<file path="src/rtl/decode_stage_if.sv">
// Fetch->decode->execute handshake bundle: fetch side (valid/ready, instr, pc,
// flush) and the registered decode outputs presented to execute.
interface decode_stage_if #(
   parameter int XLEN = 32
);
   logic            in_valid;
   logic            in_ready;
   logic [31:0]     in_instr;
   logic [XLEN-1:0] in_pc;
   logic            flush;
   logic            out_valid;
   logic            out_ready;
   logic [XLEN-1:0] out_pc;
   logic            isALUimm;
   logic            isALUreg;
   logic            isBranch;
   logic            isJAL;
   logic            isJALR;
   logic            isLUI;
   logic            isAUIPC;
   logic            isLoad;
   logic            isStore;
   logic            isSystem;
   logic [7:0]      funct3oh;
   logic [6:0]      funct7;
   logic [4:0]      rd_addr;
   logic [4:0]      rs1_addr;
   logic [4:0]      rs2_addr;
   logic [31:0]     imm;
   logic            illegal;

   modport master (
      output in_valid, in_instr, in_pc, flush, out_ready,
      input  in_ready, out_valid, out_pc,
      input  isALUimm, isALUreg, isBranch, isJAL, isJALR,
      input  isLUI, isAUIPC, isLoad, isStore, isSystem,
      input  funct3oh, funct7, rd_addr, rs1_addr, rs2_addr,
      input  imm, illegal
   );

   modport slave (
      input  in_valid, in_instr, in_pc, flush, out_ready,
      output in_ready, out_valid, out_pc,
      output isALUimm, isALUreg, isBranch, isJAL, isJALR,
      output isLUI, isAUIPC, isLoad, isStore, isSystem,
      output funct3oh, funct7, rd_addr, rs1_addr, rs2_addr,
      output imm, illegal
   );
endinterface

</file>
<file path="src/rtl/decode_stage.sv">
// RV32I decode stage: decodes {instr,pc} and holds it in an output register
// backed by a skid register. Ports: clk, rst (async, active high), io (slave).
module decode_stage #(
   parameter int              XLEN     = 32,
   parameter logic [XLEN-1:0] RESET_PC = '0
) (
   input logic          clk,
   input logic          rst,
   decode_stage_if.slave io
);

   typedef struct packed {
      logic        alu_imm;
      logic        alu_reg;
      logic        branch;
      logic        jal;
      logic        jalr;
      logic        lui;
      logic        auipc;
      logic        load;
      logic        store;
      logic        system;
      logic [7:0]  f3oh;
      logic [6:0]  f7;
      logic [4:0]  rd;
      logic [4:0]  rs1;
      logic [4:0]  rs2;
      logic [31:0] imm;
      logic        ill;
   } dec_t;

   typedef struct packed {
      logic [XLEN-1:0] pc;
      dec_t            d;
   } ent_t;

   localparam ent_t RST_ENT = '{pc: RESET_PC, d: '0};

   logic [31:0] w;
   logic [6:0]  op;
   logic [2:0]  f3;
   logic [6:0]  f7;
   logic [31:0] imm_i;
   logic [31:0] imm_s;
   logic [31:0] imm_b;
   logic [31:0] imm_u;
   logic [31:0] imm_j;
   logic [31:0] imm_sh;
   logic [7:0]  f3oh;
   logic        ill;
   dec_t        dec;

   assign w  = io.in_instr;
   assign op = w[6:0];
   assign f3 = w[14:12];
   assign f7 = w[31:25];

   assign imm_i  = {{20{w[31]}}, w[31:20]};
   assign imm_s  = {{20{w[31]}}, w[31:25], w[11:7]};
   assign imm_b  = {{20{w[31]}}, w[7], w[30:25],
                    w[11:8], 1'b0};
   assign imm_u  = {w[31:12], 12'h000};
   assign imm_j  = {{12{w[31]}}, w[19:12], w[20],
                    w[30:21], 1'b0};
   assign imm_sh = {27'h0, w[24:20]};
   assign f3oh   = 8'h01 << f3;

   always_comb begin
      dec     = '0;
      dec.rd  = w[11:7];
      dec.rs1 = w[19:15];
      dec.rs2 = w[24:20];
      ill     = 1'b0;
      unique case (1'b1)
         (op == 7'b0010011): begin
            dec.alu_imm = 1'b1;
            dec.f3oh    = f3oh;
            if (f3 == 3'b001) begin
               dec.f7  = f7;
               dec.imm = imm_sh;
               ill     = (f7 != 7'h00);
            end else if (f3 == 3'b101) begin
               dec.f7  = f7;
               dec.imm = imm_sh;
               ill     = (f7 != 7'h00) && (f7 != 7'h20);
            end else begin
               // non-shift: funct7 stays 0 so the ALU never sees SUB/SRA
               dec.imm = imm_i;
            end
         end
         (op == 7'b0110011): begin
            dec.alu_reg = 1'b1;
            dec.f3oh    = f3oh;
            dec.f7      = f7;
            ill = !((f7 == 7'h00) ||
                    ((f7 == 7'h20) &&
                     ((f3 == 3'b000) || (f3 == 3'b101))));
         end
         (op == 7'b1100011): begin
            dec.branch = 1'b1;
            dec.f3oh   = f3oh;
            dec.imm    = imm_b;
            ill        = (f3 == 3'b010) || (f3 == 3'b011);
         end
         (op == 7'b1101111): begin
            dec.jal = 1'b1;
            dec.imm = imm_j;
         end
         (op == 7'b1100111): begin
            dec.jalr = 1'b1;
            dec.f3oh = f3oh;
            dec.imm  = imm_i;
            ill      = (f3 != 3'b000);
         end
         (op == 7'b0110111): begin
            dec.lui = 1'b1;
            dec.imm = imm_u;
         end
         (op == 7'b0010111): begin
            dec.auipc = 1'b1;
            dec.imm   = imm_u;
         end
         (op == 7'b0000011): begin
            dec.load = 1'b1;
            dec.f3oh = f3oh;
            dec.imm  = imm_i;
            ill      = (f3 == 3'b011) || (f3[2:1] == 2'b11);
         end
         (op == 7'b0100011): begin
            dec.store = 1'b1;
            dec.f3oh  = f3oh;
            dec.imm   = imm_s;
            ill       = (f3 > 3'b010);
         end
         (op == 7'b1110011): begin
            dec.system = 1'b1;
            dec.f3oh   = f3oh;
            dec.imm    = imm_i;
         end
         (op == 7'b0001111): begin
            // FENCE: legal, no execute flag of its own
            dec.f3oh = f3oh;
            dec.imm  = imm_i;
         end
         default: ill = 1'b1;
      endcase
      if (ill) begin
         dec     = '0;
         dec.rd  = w[11:7];
         dec.rs1 = w[19:15];
         dec.rs2 = w[24:20];
         dec.ill = 1'b1;
      end
   end

   ent_t or_q, or_d;
   ent_t sr_q, sr_d;
   logic or_valid_q, or_valid_d;
   logic sr_valid_q, sr_valid_d;
   logic in_ready;
   logic accept;
   logic consume;
   ent_t ent;

   // ready depends only on skid state, never on out_ready
   assign in_ready = !rst && !sr_valid_q;
   assign accept   = io.in_valid && in_ready && !io.flush;
   assign consume  = or_valid_q && io.out_ready;
   assign ent      = '{pc: io.in_pc, d: dec};

   always_comb begin
      or_d       = or_q;
      sr_d       = sr_q;
      or_valid_d = or_valid_q;
      sr_valid_d = sr_valid_q;
      if (io.flush) begin
         or_d       = RST_ENT;
         sr_d       = '0;
         or_valid_d = 1'b0;
         sr_valid_d = 1'b0;
      end else if (!or_valid_q || consume) begin
         if (sr_valid_q) begin
            or_d       = sr_q;
            or_valid_d = 1'b1;
            sr_valid_d = 1'b0;
         end else if (accept) begin
            or_d       = ent;
            or_valid_d = 1'b1;
         end else begin
            or_valid_d = 1'b0;
         end
      end else if (accept) begin
         sr_d       = ent;
         sr_valid_d = 1'b1;
      end
   end

   always_ff @(posedge clk or posedge rst) begin
      if (rst) begin
         or_q       <= RST_ENT;
         sr_q       <= '0;
         or_valid_q <= 1'b0;
         sr_valid_q <= 1'b0;
      end else begin
         or_q       <= or_d;
         sr_q       <= sr_d;
         or_valid_q <= or_valid_d;
         sr_valid_q <= sr_valid_d;
      end
   end

   assign io.in_ready  = in_ready;
   assign io.out_valid = or_valid_q;
   assign io.out_pc    = or_q.pc;
   assign io.isALUimm  = or_q.d.alu_imm;
   assign io.isALUreg  = or_q.d.alu_reg;
   assign io.isBranch  = or_q.d.branch;
   assign io.isJAL     = or_q.d.jal;
   assign io.isJALR    = or_q.d.jalr;
   assign io.isLUI     = or_q.d.lui;
   assign io.isAUIPC   = or_q.d.auipc;
   assign io.isLoad    = or_q.d.load;
   assign io.isStore   = or_q.d.store;
   assign io.isSystem  = or_q.d.system;
   assign io.funct3oh  = or_q.d.f3oh;
   assign io.funct7    = or_q.d.f7;
   assign io.rd_addr   = or_q.d.rd;
   assign io.rs1_addr  = or_q.d.rs1;
   assign io.rs2_addr  = or_q.d.rs2;
   assign io.imm       = or_q.d.imm;
   assign io.illegal   = or_q.d.ill;

endmodule

</file>
<file path="src/flat_wrapper.sv">
// flat-port wrapper written by rule: the top's interface ports become plain ports
module decode_stage_flat 
#(
   parameter int              XLEN     = 32,
   parameter logic [XLEN-1:0] RESET_PC = '0
)
  (clk, rst, io_in_valid, io_in_instr, io_in_pc, io_flush, io_out_ready, io_in_ready, io_out_valid, io_out_pc, io_isALUimm, io_isALUreg, io_isBranch, io_isJAL, io_isJALR, io_isLUI, io_isAUIPC, io_isLoad, io_isStore, io_isSystem, io_funct3oh, io_funct7, io_rd_addr, io_rs1_addr, io_rs2_addr, io_imm, io_illegal);
  decode_stage_if #(.XLEN(XLEN)) io_i ();
  input logic clk;
  input logic rst;
  input wire logic [$bits(io_i.in_valid)-1:0] io_in_valid;
  input wire logic [$bits(io_i.in_instr)-1:0] io_in_instr;
  input wire logic [$bits(io_i.in_pc)-1:0] io_in_pc;
  input wire logic [$bits(io_i.flush)-1:0] io_flush;
  input wire logic [$bits(io_i.out_ready)-1:0] io_out_ready;
  output wire logic [$bits(io_i.in_ready)-1:0] io_in_ready;
  output wire logic [$bits(io_i.out_valid)-1:0] io_out_valid;
  output wire logic [$bits(io_i.out_pc)-1:0] io_out_pc;
  output wire logic [$bits(io_i.isALUimm)-1:0] io_isALUimm;
  output wire logic [$bits(io_i.isALUreg)-1:0] io_isALUreg;
  output wire logic [$bits(io_i.isBranch)-1:0] io_isBranch;
  output wire logic [$bits(io_i.isJAL)-1:0] io_isJAL;
  output wire logic [$bits(io_i.isJALR)-1:0] io_isJALR;
  output wire logic [$bits(io_i.isLUI)-1:0] io_isLUI;
  output wire logic [$bits(io_i.isAUIPC)-1:0] io_isAUIPC;
  output wire logic [$bits(io_i.isLoad)-1:0] io_isLoad;
  output wire logic [$bits(io_i.isStore)-1:0] io_isStore;
  output wire logic [$bits(io_i.isSystem)-1:0] io_isSystem;
  output wire logic [$bits(io_i.funct3oh)-1:0] io_funct3oh;
  output wire logic [$bits(io_i.funct7)-1:0] io_funct7;
  output wire logic [$bits(io_i.rd_addr)-1:0] io_rd_addr;
  output wire logic [$bits(io_i.rs1_addr)-1:0] io_rs1_addr;
  output wire logic [$bits(io_i.rs2_addr)-1:0] io_rs2_addr;
  output wire logic [$bits(io_i.imm)-1:0] io_imm;
  output wire logic [$bits(io_i.illegal)-1:0] io_illegal;
  assign io_i.in_valid = io_in_valid;
  assign io_i.in_instr = io_in_instr;
  assign io_i.in_pc = io_in_pc;
  assign io_i.flush = io_flush;
  assign io_i.out_ready = io_out_ready;
  assign io_in_ready = io_i.in_ready;
  assign io_out_valid = io_i.out_valid;
  assign io_out_pc = io_i.out_pc;
  assign io_isALUimm = io_i.isALUimm;
  assign io_isALUreg = io_i.isALUreg;
  assign io_isBranch = io_i.isBranch;
  assign io_isJAL = io_i.isJAL;
  assign io_isJALR = io_i.isJALR;
  assign io_isLUI = io_i.isLUI;
  assign io_isAUIPC = io_i.isAUIPC;
  assign io_isLoad = io_i.isLoad;
  assign io_isStore = io_i.isStore;
  assign io_isSystem = io_i.isSystem;
  assign io_funct3oh = io_i.funct3oh;
  assign io_funct7 = io_i.funct7;
  assign io_rd_addr = io_i.rd_addr;
  assign io_rs1_addr = io_i.rs1_addr;
  assign io_rs2_addr = io_i.rs2_addr;
  assign io_imm = io_i.imm;
  assign io_illegal = io_i.illegal;
  decode_stage #(.XLEN(XLEN), .RESET_PC(RESET_PC)) u_core (.clk(clk), .rst(rst), .io(io_i));
endmodule
</file>
<file path="config.mk">
export PLATFORM = sky130hd
export DESIGN_NAME = decode_stage_flat
export DESIGN_NICKNAME = d
export VERILOG_FILES = /design/src/rtl/decode_stage_if.sv /design/src/rtl/decode_stage.sv /design/src/flat_wrapper.sv
export SDC_FILE = /design/constraint.sdc
export NUM_CORES = 1
export LEC_CHECK = 0
export ABC_AREA = 1
export BUFFER_PORTS_ARGS = -buffer_cell sky130_fd_sc_hd__buf_2
export CAP_MARGIN = 20
export CORE_UTILIZATION = 56
export DETAILED_ROUTE_END_ITERATION = 16
export PLACE_DENSITY = 0.9
export SETUP_SLACK_MARGIN = 0.05
export SLEW_MARGIN = 20
export SYNTH_ARGS = -nofsm -noshare
export SYNTH_HDL_FRONTEND = slang
export SYNTH_SLANG_ARGS = --single-unit
</file>
<file path="constraint.sdc">
create_clock -name clk -period 8.2 [get_ports clk]
set_input_delay 0.82 -clock clk [delete_from_list [all_inputs] [get_ports clk]]
set_output_delay 0.82 -clock clk [all_outputs]
set_load 0.01 [all_outputs]
</file>
==> flow_summary.yaml, run 1 <==
grt:
  grt_max_degree: 141
  grt_pass1_wl_um: 42540
  antenna_found_initial: 2
  grt_pass1_vias: 8552
  globalRouteTotalUtil_pct: 29.21
  grt_overflow: 0
synth:
  synth_top_cells_by_area: "dfrtp_1 (54%), nand2_1 (16%), o21ai_0 (7.3%), inv_1 (5.4%), o22ai_1 (3.6%)"
  ys_ff_latch: 212
  yosysSeqAreaShare_pct: 53.58
  ys_warn_count: 0
  synth_nets: 1342
  synth.largest_area_cell: "dfrtp_1"
  synth_cells: 1273
  yosysUniqueCellTypes: 26
  synthesis.area_mm2: 0.009901
  synth_top_area_share_pct: 53.58
  postSynthAreaPerCell_um2: 7.777
placement:
  gp_congestion: 0.8766
  dp_hpwl_um: 16240
  io_buffers: 175
  place_area_mm2: 0.01085
power_and_ir_drop:
  power_mw: 2.254
  power_density_mw_per_mm2: 194.4
  peakVddDrop_v: 0.0001464
  leakagePower_nw: 6.143
detailed_routing:
  vias: 9107
  drc: 0
  wl_per_cell_um: 15.89
  drt_iter0_markers: 1004
  drtPass1Iterations: 5
  wl_um: 26170
  antenna_left: 0
  viasPerCell: 5.529
hold_path:
  min_to: "u_core.io.illegal"
  hp-class: "flip-flop to flip-flop"
  hold_depth: 2
  min_from: "u_core.io.illegal"
sta:
  holdWs_ns: 0.4725
  relSlewSlack_pct: 29.20
  tns_ns: 0
  finalCritPeriodShare_pct: 36.05
  clock.fmax_ghz: 0.3383
  setup_violations: 0
  finalMaxSlewViolations: 0
  hold_viol_final: 0
  tightest_slew_ns: 1.059
  rsz0062_at_grt: "false"
  clock_skew_ns: 0.01873
  finalCriticalPeriod_ns: 2.956
setup_path:
  criticalPathCategory: "flip-flop to flip-flop"
  reg2reg_slack_ns: 5.24
  startpoint_type: "flip-flop"
  crit_fanout: 68
  ff2ff_path_depth: 5
  cp_data_required_time_ns: 8.55
  r2r-end: "u_core.sr_q[34]"
  r2r_start: "u_core.sr_valid_q"
  endpoint_kind: "flip-flop"
  critPathArrivalTime_ns: 3.31
clock_network:
  cts_tree: "built"
  cts_max_path_buffers: 3
  clk_pin_slew_ns: 0.06
  root_buffer: "clkbuf_16"
  ctsHoldBuffers: 0
  ctsResizeCount: 0
  clock_sinks: 212
  cts_buffers: 22
  h-tree-depth: 1
  post-cts-setup-buffers: 0
  clk_latency_ns: 0.52
die:
  io_pins: 176
  die_h_um: 135.0
  start_util_pct: 57.24
  row_count: 48
  core_mm2: 0.01730
  die_w_um: 135.0
  die_area_mm2: 0.01822
finish:
  nets: 1472
  n_fill_cell: 1375
  fin_area_mm2: 0.01160
  syn2layout_area_growth_pct: 17.14
  layout-drive-gt1-share_pct: 16.70
outcome:
  run_status: "completed"
flow_run:
  drv_cap: 0
[how the worst max path moves through the flow]
stage	slack (ns)	endpoint	from
final	5.24	u_core.sr_q[34]	u_core.sr_valid_q
after global routing	4.97	u_core.io.imm[4]	u_core.sr_valid_q
after CTS	4.92	u_core.sr_q[67]	u_core.sr_valid_q
after detailed placement	4.71	u_core.sr_q[67]	io_out_ready
after global placement	4.75	u_core.sr_q[67]	io_out_ready
after floorplan	1.59	u_core.io.funct3oh[0]	rst
[metal layers]
metal / wire length (um) / global-route usage, % / up-vias / share of wire (%)
met5: 0 / 0 / - / 0
met4: 1120 / 13.17 / 0 / 4.3
met3: 2031 / 5.143 / 78 / 7.8
met2: 12160 / 45.36 / 430 / 46
met1: 10860 / 40.27 / 4258 / 41
li1: - / - / 4341 / -
[cell usage in the layout (no fill, tap or decap), drive strengths merged]
cell,count
clkinv,2
nand4,4
a21oi,53
o22ai,57
o32ai,2
o31ai,10
clkbuf,33
o21ai,146
nand3,71
diode,3
nor2,52
a21boi,3
a31oi,1
buf,184
inv,147
bufinv,2
clkinvlp,4
nand2,434
o211ai,1
or2,1
dfrtp,212
[power breakdown]
group | internal [mW] | total, mW | switching, mW | leakage, nW
Combinational | 0.0452 | 0.165 | 0.120 | 2.86
Sequential | 1.06 | 1.07 | 0.00934 | 2.94
Clock | 0.599 | 1.02 | 0.418 | 0.344
[synth_stat cells, drive strengths merged]
cell	count
a21boi	3
a21oi	53
nand3	71
o211ai	1
o22ai	57
inv	147
clkbuf	59
dfrtp	212
o21ai	146
nand2	434
o31ai	10
clkinv	1
or2	1
o32ai	2
nand4	4
buf	19
nor2	52
a31oi	1
[kinds of logic (layout without fill, tap and decap cells)]
| logic type | count (synthesis) | in the layout | synth area share [%] |
|---|---|---|---|
| and+or+nand+nor | 562 | 562 | 22.56 |
| DFF | 212 | 212 | 53.58 |
| buffers and inverters | 226 | 372 | 8.846 |
| AOI/OAI and AO/OA | 273 | 273 | 15.01 |
| other | 0 | 3 | 0 |
[per-stage QoR]
step | instances | util [%] | setup WS, ns
floorplan | 1273 | - | 1.586
global placement | 1604 | 62.71 | 4.753
detailed placement | 1604 | 62.71 | 4.706
CTS | 1644 | 66.98 | 4.918
global route | 1645 | 67.02 | 4.974
finish | 1647 | 67.05 | 5.244
[critical path: stages (launching register included)]
cell and delay [ns]:
dfrtp_4 0.71, nor2_1 0.22, nand2_1 0.17, o21ai_4 0.71, buf_4 0.74, o21ai_0 0.22
[final cells by class]
| cell class | instances | area, um2 | share of cell area (%) |
|---|---|---|---|
| Inverter | 148 | 563.0 | 4.855 |
| Antenna cell | 3 | 7.507 | 0.06473 |
| Clock buffer | 33 | 631.9 | 5.448 |
| Multi-Input combinational cell | 835 | 3755 | 32.38 |
| Tap cell | 225 | 281.5 | 2.427 |
| Timing Repair Buffer | 184 | 943.4 | 8.135 |
| Sequential cell | 212 | 5309 | 45.78 |
| Clock inverter | 7 | 106.4 | 0.9170 |
[registers in the layout, indices dropped and copies added, names as in the netlist, 5 cells and up]
| name | flops |
|---|---|
| u_core.sr_q | 105 |
| u_core.io.funct7 | 7 |
| u_core.io.rs1_addr | 5 |
| u_core.io.rd_addr | 5 |
| u_core.io.rs2_addr | 5 |
| u_core.io.out_pc | 32 |
| u_core.io.funct3oh | 8 |
| u_core.io.imm | 32 |
(Power assumes the default switching activity.)
==> inputs of run 2 (changes only) <==
--- a/config.mk
+++ b/config.mk
@@ -8,9 +8,9 @@
 export ABC_AREA = 1
 export BUFFER_PORTS_ARGS = -buffer_cell sky130_fd_sc_hd__buf_2
 export CAP_MARGIN = 20
-export CORE_UTILIZATION = 56
+export CORE_UTILIZATION = 51
 export DETAILED_ROUTE_END_ITERATION = 16
-export PLACE_DENSITY = 0.9
+export PLACE_DENSITY = 0.87
 export SETUP_SLACK_MARGIN = 0.05
 export SLEW_MARGIN = 20
 export SYNTH_ARGS = -nofsm -noshare
==> constraint.sdc (replaced) <==
create_clock -name clk -period 2.7 [get_ports clk]
set_input_delay 0.27 -clock clk [delete_from_list [all_inputs] [get_ports clk]]
set_output_delay 0.27 -clock clk [all_outputs]
set_load 0.01 [all_outputs]
==> flow_summary.yaml, run 2 (synthesis results as in run 1) <==
finish:
  utilization_pct: 62.79
  nets: 1486
  final_cell_mix: "nand2_1 (431), dfrtp_1 (211), buf_2 (175)"
  largest_reg_flops: 105
  syn2layout_area_growth_pct: 19.82
  layout-drive-gt1-share_pct: 17.73
  fin_area_mm2: 0.01186
  largest-register: "u_core.sr_q"
  n_fill_cell: 1621
  final_common_cell: "nand2_1"
  stdcell_count: 1697
setup_path:
  cp_data_required_time_ns: 3.12
  crit_fanout: 59
  critPathArrivalTime_ns: 2.63
  worst-path-buf-inv: 3
  startpoint_type: "flip-flop"
  crit_path_top_delay_cell: "buf_4"
  cp_top_family: "buffers and inverters"
  criticalPathCategory: "flip-flop to flip-flop"
  worstPathCellList: "buf_4 > clkinv_1 > buf_12 > nand2_1 > o21ai_0 > o21ai_0"
  slowest_delay_ns: 0.50
  worst_path_most_repeated_cell: "o21ai_0"
  endpoint_kind: "flip-flop"
placement:
  dp.cells: 1652
  io_buffers: 175
  place_area_mm2: 0.01108
  dp_worst_setup_slack_ns: 0.4999
  dp_hpwl_um: 17800
  gp_congestion: 0.8940
sta:
  fin_ws_ns: 0.4911
  relSlewSlack_pct: 47.39
  hold_viol_final: 0
  tightest_slew_ns: 0.7892
  setup_violations: 0
  finalCriticalPeriod_ns: 2.209
  finalMaxSlewViolations: 0
  rsz0062_at_grt: "false"
  clock.fmax_ghz: 0.4527
  tns_ns: 0
  clock_skew_ns: 0.005838
  finalCritPeriodShare_pct: 81.81
  holdWs_ns: 0.01804
die:
  row_count: 50
  start_util_pct: 52.40
  io_pins: 176
  die_area_mm2: 0.01997
  core_mm2: 0.01889
  die_h_um: 141.3
  die_w_um: 141.3
hold_path:
  hp-class: "primary input to flip-flop"
detailed_routing:
  drt_iter0_markers: 774
  drc: 0
  drtPass1Iterations: 5
  wl_um: 27550
  vias: 9251
  wl_per_cell_um: 16.23
  antenna_left: 0
  viasPerCell: 5.451
clock_network:
  clk_latency_ns: 0.50
  cts_buffers: 22
  clk_pin_slew_ns: 0.06
  post-cts-setup-buffers: 0
  clock_sinks: 212
  cts_max_path_buffers: 3
  cts_tree: "built"
  root_buffer: "clkbuf_16"
  h-tree-depth: 1
outcome:
  run_status: "completed"
power_and_ir_drop:
  power_density_mw_per_mm2: 587.4
  leakagePower_nw: 6.275
  power_mw: 6.968
  peakVddDrop_v: 0.0004192
grt:
  antenna_found_initial: 5
  grt_max_degree: 141
  globalRouteTotalUtil_pct: 27.77
  grt_pass1_vias: 8859
  grt_pass1_wl_um: 44280
  grt_overflow: 0
flow_run:
  drv_cap: 0
[run 2: cell types whose count changed in the layout (fill, tap and decap cells not counted), sizes merged, moves of 3 or more]
cell,delta
buf,+13
clkbuf,-4
clkinv,+7
clkinvlp,-3
[run 2: report_power, final]
part           switching, mW  leakage, nW  total (mW)  internal (mW)
clock network           1.25        0.382        3.17           1.92
logic                  0.381         2.95       0.542          0.161
registers             0.0260         2.94        3.25           3.23
[run 2: routing by layer]
metal | vias to the layer above | GRT usage (%) | part of all wire (%)
met4 | 2 | 12.07 | 4.0
met1 | 4354 | 37.54 | 42
met2 | 456 | 44.74 | 47
met3 | 77 | 4.219 | 7.4
li1 | 4362 | - | -
met5 | - | 0 | 0.047
[run 2: area by class of cell]
cell class / count / area [um2] / area share (%)
well taps: 260 / 325.3 / 2.742
flip-flops and latches: 212 / 5309 / 44.75
clock buffers: 29 / 628.1 / 5.295
inverters: 148 / 559.3 / 4.715
clock inverters: 11 / 130.1 / 1.097
diodes: 4 / 10.01 / 0.08438
repair buffers: 198 / 1151 / 9.704
multi-input cells: 835 / 3750 / 31.61
[run 2: worst reg2reg max path, stage by stage, from the launching register on]
cell,delay (ns)
dfrtp_4,0.44
buf_4,0.50
clkinv_1,0.50
buf_12,0.33
nand2_1,0.10
o21ai_0,0.11
o21ai_0,0.16
[run 2: worst paths after layout]
path	depth (start not counted)	slack, ns	endpoint	startpoint
min in group asynchronous	4	0.52	u_core.io.out_pc[10]	rst
max	6	0.49	u_core.io.isJAL	u_core.sr_valid_q
min reg2reg	2	0.47	u_core.io.imm[28]	u_core.io.imm[28]
min	3	0.02	u_core.sr_q[95]	io_in_pc[22]
max in group asynchronous	4	1.50	u_core.sr_q[8]	rst
max reg2reg	6	0.49	u_core.io.isJAL	u_core.sr_valid_q
[run 2: what timing repair did]
action,4_1_cts,5_1_grt
endpoints found under the hold margin,72,0
hold buffers,1,0
gates resized for setup,0,0
setup endpoints to repair,0,0
